File: config.mk
export PLATFORM = sky130hd
export DESIGN_NAME = gpio_ctrl_intr_bank_csr_flat
export DESIGN_NICKNAME = d
export VERILOG_FILES = /design/src/rtl/gpio_ctrl_intr_bank_csr_if.sv /design/src/rtl/gpio_ctrl_intr_bank_csr.sv /design/src/flat_wrapper.sv
export SDC_FILE = /design/constraint.sdc
export NUM_CORES = 1
export LEC_CHECK = 0
export BUFFER_PORTS_ARGS = -buffer_cell sky130_fd_sc_hd__buf_2
export CORE_ASPECT_RATIO = 0.9
export CORE_MARGIN = 4
export CORE_UTILIZATION = 40
export CTS_CLUSTER_SIZE = 25
export DETAILED_ROUTE_END_ITERATION = 8
export PLACE_DENSITY = 0.8
export SLEW_MARGIN = 10
export SYNTH_ARGS = -nofsm -noshare
export SYNTH_HDL_FRONTEND = slang
export SYNTH_SLANG_ARGS = --single-unit
File: constraint.sdc
create_clock -name clk -period 1.9 [get_ports clk]
set_input_delay 0.095 -clock clk [delete_from_list [all_inputs] [get_ports clk]]
set_output_delay 0.095 -clock clk [all_outputs]
set_load 0.1 [all_outputs]
File: src/rtl/gpio_ctrl_intr_bank_csr_if.sv
`default_nettype none
// +------------------------------------------------------------------+
// | gpio_ctrl_intr_bank_csr_if : APB bus bundle for the GPIO irq CSR |
// | Revision: 1.0                                                    |
// +------------------------------------------------------------------+
interface gpio_ctrl_intr_bank_csr_if #(
  parameter int ADDR_WIDTH = 5
);
  logic [ADDR_WIDTH-1:0] paddr;
  logic                  pwrite;
  logic                  psel;
  logic                  penable;
  logic [3:0]            pstrb;
  logic [31:0]           pwdata;
  logic [31:0]           prdata;
  logic                  pready;
  logic                  pslverr;

  modport master (
    output paddr, pwrite, psel, penable, pstrb, pwdata,
    input  prdata, pready, pslverr
  );

  modport slave (
    input  paddr, pwrite, psel, penable, pstrb, pwdata,
    output prdata, pready, pslverr
  );
endinterface
`default_nettype wire

File: src/rtl/gpio_ctrl_intr_bank_csr.sv
`default_nettype none
// +------------------------------------------------------------------+
// | gpio_ctrl_intr_bank_csr : per-bank interrupt status/enable CSRs  |
// | Revision: 1.0                                                    |
// +------------------------------------------------------------------+
module gpio_ctrl_intr_bank_csr #(
  parameter int NUM_BANKS  = 4,
  parameter int ADDR_WIDTH = 5
) (
  input  logic                      clk,
  input  logic                      rst_n,
  gpio_ctrl_intr_bank_csr_if.slave  apb,
  input  logic [NUM_BANKS-1:0]      edge_detected,
  input  logic [NUM_BANKS-1:0]      level_in,
  output logic [NUM_BANKS-1:0]      interrupt,
  output logic                      irq_any
);

  localparam int IDX_W = ADDR_WIDTH - 2;
  localparam logic [IDX_W-1:0] IDX_STATUS = IDX_W'(0);
  localparam logic [IDX_W-1:0] IDX_ENABLE = IDX_W'(1);
  localparam logic [IDX_W-1:0] IDX_MASKED = IDX_W'(2);
  localparam logic [IDX_W-1:0] IDX_SET    = IDX_W'(3);
  localparam logic [IDX_W-1:0] IDX_MODE   = IDX_W'(4);

  typedef enum logic [0:0] {
    ST_IDLE = 1'b0,
    ST_RESP = 1'b1
  } state_e;

  state_e                 state_q, state_d;
  logic [NUM_BANKS-1:0]   status_q, status_d;
  logic [NUM_BANKS-1:0]   enable_q, enable_d;
  logic [NUM_BANKS-1:0]   mode_q, mode_d;
  logic [31:0]            prdata_q, prdata_d;
  logic                   pslverr_q, pslverr_d;
  logic                   irq_any_q, irq_any_d;

  logic [IDX_W-1:0]       idx;
  logic                   access;
  logic                   err;
  logic                   wr_en;
  logic [NUM_BANKS-1:0]   lane_mask;
  logic [NUM_BANKS-1:0]   wdata_masked;
  logic [NUM_BANKS-1:0]   w1c_clr;
  logic [NUM_BANKS-1:0]   sw_set;
  logic [31:0]            rdata;
  logic                   unused_apb_bits;

  assign unused_apb_bits = ^{apb.paddr[1:0], apb.pwdata};

  always_comb begin
    idx          = apb.paddr[ADDR_WIDTH-1:2];
    access       = apb.psel & apb.penable & (state_q == ST_IDLE);
    err          = (idx > IDX_MODE) |
                   (apb.pwrite & ((idx == IDX_MASKED) | (apb.pstrb == 4'h0)));
    wr_en        = access & apb.pwrite & ~err;
    lane_mask    = '0;
    for (int i = 0; i < NUM_BANKS; i++) begin
      lane_mask[i] = apb.pstrb[i>>3];
    end
    wdata_masked = apb.pwdata[NUM_BANKS-1:0] & lane_mask;

    w1c_clr  = (wr_en && idx == IDX_STATUS) ? wdata_masked : '0;
    sw_set   = (wr_en && idx == IDX_SET)    ? wdata_masked : '0;
    enable_d = enable_q;
    mode_d   = mode_q;
    if (wr_en && idx == IDX_ENABLE) begin
      enable_d = (enable_q & ~lane_mask) | wdata_masked;
    end
    if (wr_en && idx == IDX_MODE) begin
      mode_d = (mode_q & ~lane_mask) | wdata_masked;
    end

    // Current mode selects the update rule; set beats a same-cycle W1C.
    status_d = (mode_q & level_in) |
               (~mode_q & ((status_q & ~w1c_clr) | edge_detected | sw_set));

    rdata = '0;
    case (idx)
      IDX_STATUS: rdata[NUM_BANKS-1:0] = status_q;
      IDX_ENABLE: rdata[NUM_BANKS-1:0] = enable_q;
      IDX_MASKED: rdata[NUM_BANKS-1:0] = status_q & enable_q;
      IDX_MODE:   rdata[NUM_BANKS-1:0] = mode_q;
      default:    rdata = '0;
    endcase

    prdata_d  = (access & ~apb.pwrite & ~err) ? rdata : 32'h0;
    pslverr_d = access & err;
    irq_any_d = |interrupt;

    state_d = state_q;
    case (state_q)
      ST_IDLE: if (access) state_d = ST_RESP;
      ST_RESP: state_d = ST_IDLE;
      default: state_d = ST_IDLE;
    endcase
  end

  always_ff @(posedge clk or negedge rst_n) begin
    if (!rst_n) begin
      state_q   <= ST_IDLE;
      status_q  <= '0;
      enable_q  <= '0;
      mode_q    <= '0;
      prdata_q  <= 32'h0;
      pslverr_q <= 1'b0;
      irq_any_q <= 1'b0;
    end else begin
      state_q   <= state_d;
      status_q  <= status_d;
      enable_q  <= enable_d;
      mode_q    <= mode_d;
      prdata_q  <= prdata_d;
      pslverr_q <= pslverr_d;
      irq_any_q <= irq_any_d;
    end
  end

  assign interrupt   = status_q & enable_q;
  assign irq_any     = irq_any_q;
  assign apb.pready  = (state_q == ST_RESP);
  assign apb.prdata  = prdata_q;
  assign apb.pslverr = pslverr_q;

endmodule
`default_nettype wire
File: src/flat_wrapper.sv
// flat-port wrapper written by rule: the top's interface ports become plain ports
module gpio_ctrl_intr_bank_csr_flat 
#(
  parameter int NUM_BANKS  = 4,
  parameter int ADDR_WIDTH = 5
)
  (clk, rst_n, edge_detected, level_in, interrupt, irq_any, apb_paddr, apb_pwrite, apb_psel, apb_penable, apb_pstrb, apb_pwdata, apb_prdata, apb_pready, apb_pslverr);
  gpio_ctrl_intr_bank_csr_if #(.ADDR_WIDTH(ADDR_WIDTH)) apb_i ();
  input  logic clk;
  input  logic rst_n;
  input  logic [NUM_BANKS-1:0] edge_detected;
  input  logic [NUM_BANKS-1:0] level_in;
  output logic [NUM_BANKS-1:0] interrupt;
  output logic irq_any;
  input wire logic [$bits(apb_i.paddr)-1:0] apb_paddr;
  input wire logic [$bits(apb_i.pwrite)-1:0] apb_pwrite;
  input wire logic [$bits(apb_i.psel)-1:0] apb_psel;
  input wire logic [$bits(apb_i.penable)-1:0] apb_penable;
  input wire logic [$bits(apb_i.pstrb)-1:0] apb_pstrb;
  input wire logic [$bits(apb_i.pwdata)-1:0] apb_pwdata;
  output wire logic [$bits(apb_i.prdata)-1:0] apb_prdata;
  output wire logic [$bits(apb_i.pready)-1:0] apb_pready;
  output wire logic [$bits(apb_i.pslverr)-1:0] apb_pslverr;
  assign apb_i.paddr = apb_paddr;
  assign apb_i.pwrite = apb_pwrite;
  assign apb_i.psel = apb_psel;
  assign apb_i.penable = apb_penable;
  assign apb_i.pstrb = apb_pstrb;
  assign apb_i.pwdata = apb_pwdata;
  assign apb_prdata = apb_i.prdata;
  assign apb_pready = apb_i.pready;
  assign apb_pslverr = apb_i.pslverr;
  gpio_ctrl_intr_bank_csr #(.NUM_BANKS(NUM_BANKS), .ADDR_WIDTH(ADDR_WIDTH)) u_core (.clk(clk), .rst_n(rst_n), .apb(apb_i), .edge_detected(edge_detected), .level_in(level_in), .interrupt(interrupt), .irq_any(irq_any));
endmodule
# ---- Yosys cells after proc, flatten, opt, wreduce, memory -nomap -nowiden
# Index checks and enable logic that the tools add are counted.
dict set report totals {
  register_bits 47
  word_cells 53
  out_inout_bits 39
}
dict set report op_classes {
  n_reduce_logical 7
  bitwise 28
  eq_ne 4
  muxes 6
  magnitude_cmp 1
}
# op count
set op_table {}
lappend op_table {{4-bit AND} 7}
lappend op_table {{4-bit bitwise OR} 5}
lappend op_table {{4-bit case mux with 4 select lines} 1}
lappend op_table {{4-bit two-way mux} 3}
lappend op_table {{4-bit inverter} 3}
lappend op_table {{1-bit AND} 8}
lappend op_table {{3-bit by 2-bit equality test with 1-bit output (second input constant)} 2}
lappend op_table {{1-bit logical AND} 4}
lappend op_table {{4-bit logical NOT} 1}
lappend op_table {{4-bit OR reduction} 1}
lappend op_table {{3-bit by 1-bit equality test with 1-bit output (second input constant)} 1}
lappend op_table {{3-bit equality test (second input constant)} 1}
lappend op_table {{3-bit greater-than comparator (second input constant)} 1}
lappend op_table {{3-bit logical NOT} 1}
lappend op_table {{1-bit inverter} 3}
lappend op_table {{1-bit bitwise OR} 2}
lappend op_table {{1-bit case mux with 2 select lines} 1}
lappend op_table {{1-bit two-way mux} 1}

# ---- Depth between registers and ports, before layout
dict set report depth {
  ltp_word 14
  ltp_mapped 4
  mapped_depth_nobuf 4
}

# ---- Least setup slack after synthesis
# No wires, ideal clock.
dict set report synth_path {
  path_type {register to register}
  from {register u_core.state_q, in the netlist u_core.apb.pready}
  to {register (tool-made name)}
  arrival_ns 1.785
  t_required_ns 1.775
  stages_incl_launch_ff 4
  slack_ns -0.010
  path_buffers 0
  cell_sequence {dfrtp_1 -> nand3b_1 -> or3_4 -> mux2_4}
}
# element line_no
set synth_lines {}
lappend synth_lines {{start: declaration} gpio_ctrl_intr_bank_csr.sv:31} ;# state_e state_q, state_d;
lappend synth_lines {{start signal: assignment} gpio_ctrl_intr_bank_csr.sv:110} ;# state_q <= state_d;

==> metrics.csv <==
metric,value,unit
status,completed,
post-route insts no fill,199,
Die Ht,60.7,µm
vias in the first global route,884,
DR WL/cell,12.9,µm
crit end category,flip-flop,
DR vias,947,
"Setup Fix Bufs, Post-CTS",0,
Detail Placement HPWL,2.01,mm
row cnt,18,
class of the worst hold path,in -> reg,
fraction of layout cells with a size suffix above 1,28.3,%
VDD IR max,0.000296,V
antenna violations before repair,0,
Final Core Density,48.4,%
I/O pin count,93,
Unique masters post-synth,26,
power density cells,902,nW/µm²
fin nets,214,
FILL cells,289,
static leakage,0.721,nW
period utilization,81.8,%
clock share of power,16.0,%
Root Driver,clkbuf_4,
max-slew violations,0,
Synth area leader,dfrtp_1,
cells after synthesis,122,
synthesized area,1230,µm²
CTS tree,built,
min setup slack post-route,345,ps
die area,4030,µm²
post-CTS sizing,0,
# placed instances,194,
Placer Congestion,0.794,
DRT iter0 DRCs,102,
GR Overflow Total,0,
internal cell power,0.000619,W
max cap viols,0,
core area,2840,µm²
drt total wl,2.56,mm
RSZ-0062 raised after global routing,false,
synthesized flop and latch total,19,
worst skew pair latency,290,ps
Sinks on Clock Net,19,
Gate power share,45.8,%
H-tree depth,1,
CTS Buf Count,3,
NetSw,0.000621,W
switch share,50.1,%
Slowest cell on crit path,dfrtp_2,
largest stage delay on the critical path,430,ps
Bufs and invs on worst path,1,
Crit path arrival time,1730,ps
Synth area leaders,"dfrtp_1, buf_4, mux2_1, mux2_4, inv_1",
sequential share of power,38.2,%
antenna-violating nets left,0,
DRT Pass-1 Iters,4,
synthesis-to-finish area growth,11.5,%
register area share after synthesis,38.6,%
DP Worst Slack,371,ps
setup_tns,0,ps
CP required,2080,ps
routing usage on met2,21.2,%
PortBufs,34,
# diodes,0,
"CTS clk-pin slew, worst paths",100,ps
CTS Buffer Depth,2,
Initial Util,43.4,%
GRT busiest layer,met2,
Die X,66.5,µm
min Tclk post-route,1550,ps
# DRC,0,
Ys Warns,0,
"Avg Cell Area, Syn",10.1,µm²
final setup violation count,0,
"delay-heaviest family, CP",simple AND/OR/NAND/NOR gates,
routing usage on met1,16.9,%
startpoint types,flip-flop,
first-pass GRT wire length,3.94,mm
Via-to-Cell Ratio,4.76,
Final Hold Vio Count,0,
Tot GR Track Use,12.6,%
grt met3 use,2.78,%
crit-path max FO,4,
Final Hold Slack,21.2,ps
share of the synthesized area in the top cell type,38.6,%
kind of critical path,reg -> reg,
critical path cell sequence,nand3b_1 -> inv_1 -> and4_1 -> mux2_1,
pin count of the biggest net entering global routing,20,
Peak Freq,643,MHz
Setup Skew,1.93,ps
worst reg2reg max path: cells and delay by family, from the launching register on:
kind	cells	cell delay (ps)
AND/OR/NAND/NOR	2	550
multiplexers	1	350
flip-flops	1	430
buffers and inverters	1	120
per-stage QoR:
step                      total power [W]  area [µm²]
after global placement            0.00104        1340
final                             0.00124        1370
after floorplan                   0.00101        1340
after detailed placement          0.00104        1340
after global routing              0.00130        1370
after CTS                         0.00125        1370
per-layer routing:
layer,up-vias,share of wire (%),routed length [µm]
met3,0,11,279
met2,62,45,1150
met5,-,0,0
met1,439,44,1130
li1,446,-,-
met4,0,0,0
final cells by class:
| class | count | area [µm²] | area share [%] |
|---|---|---|---|
| well taps | 40 | 50.0 | 3.64 |
| flip-flops and latches | 19 | 477 | 34.7 |
| repair buffers | 35 | 180 | 13.1 |
| multi-input cells | 90 | 599 | 43.6 |
| inverters | 11 | 41.3 | 3.01 |
| clock buffers | 4 | 26.3 | 1.91 |
cells by family after synthesis:
kind of cell / after synthesis / share of synthesized area (%)
AOI/OAI and AO/OA: 21 / 11.6
buffers and inverters: 40 / 21.0
DFF: 19 / 38.6
muxes: 12 / 12.2
other: 1 / 0.304
and+or+nand+nor: 29 / 16.3
cells in the mapped netlist, drive strengths merged:
cell / n
buf: 29
dfrtp: 19
mux2: 12
inv: 11
a21oi: 6
nor2: 6
a22oi: 4
a32oi: 4
and2: 4
nand2: 4
nand3: 4
o31ai: 4
and4b: 2
nand4bb: 2
o21ai: 2
and4: 1
conb: 1
nand3b: 1
nor2b: 1
nor3b: 1
nor4: 1
o211ai: 1
or3: 1
or4: 1
power by group through the flow:
stage / logic, W / registers [W] / clock network (W)
2_1_floorplan: 0.000459 / 0.000547 / 0
3_3_place_gp: 0.000560 / 0.000479 / 0
3_5_place_dp: 0.000565 / 0.000480 / 0
4_1_cts: 0.000567 / 0.000472 / 0.000206
5_1_grt: 0.000593 / 0.000477 / 0.000229
6_report: 0.000568 / 0.000473 / 0.000199
layout by cell type, fill, tap and decap left out, types with 4 or more instances in the layout:
cell,netlist,layout
buf_2,0,34
conb_1,1,28
dfrtp_1,19,18
inv_1,11,11
mux2_1,8,8
nor2_1,6,6
a21oi_1,6,6
nand3_1,4,4
o31ai_1,4,4
a32oi_1,4,4
and2_1,4,4
a22oi_1,4,4
nand2_1,4,4
mux2_4,4,4
what timing repair did:
action                                 in CTS  in global routing
endpoints found under the hold margin      19                  0
setup endpoints to repair                   0                  0
hold buffers                                1                  0
worst paths after layout:
kind	startpoint	slack [ps]	cells past startpoint	to
min in group asynchronous	rst_n	270	2	u_core.irq_any
worst min-delay path	level_in[3]	20	3	u_core.status_q[3]
worst max-delay path	u_core.apb.pready	350	4	flip-flop
worst min register to register	flip-flop	500	1	u_core.status_q[0]
worst max register to register	u_core.apb.pready	350	4	flip-flop
max in group asynchronous	rst_n	1320	2	u_core.apb.pready
Note: power is estimated with default switching activity, not from simulation.
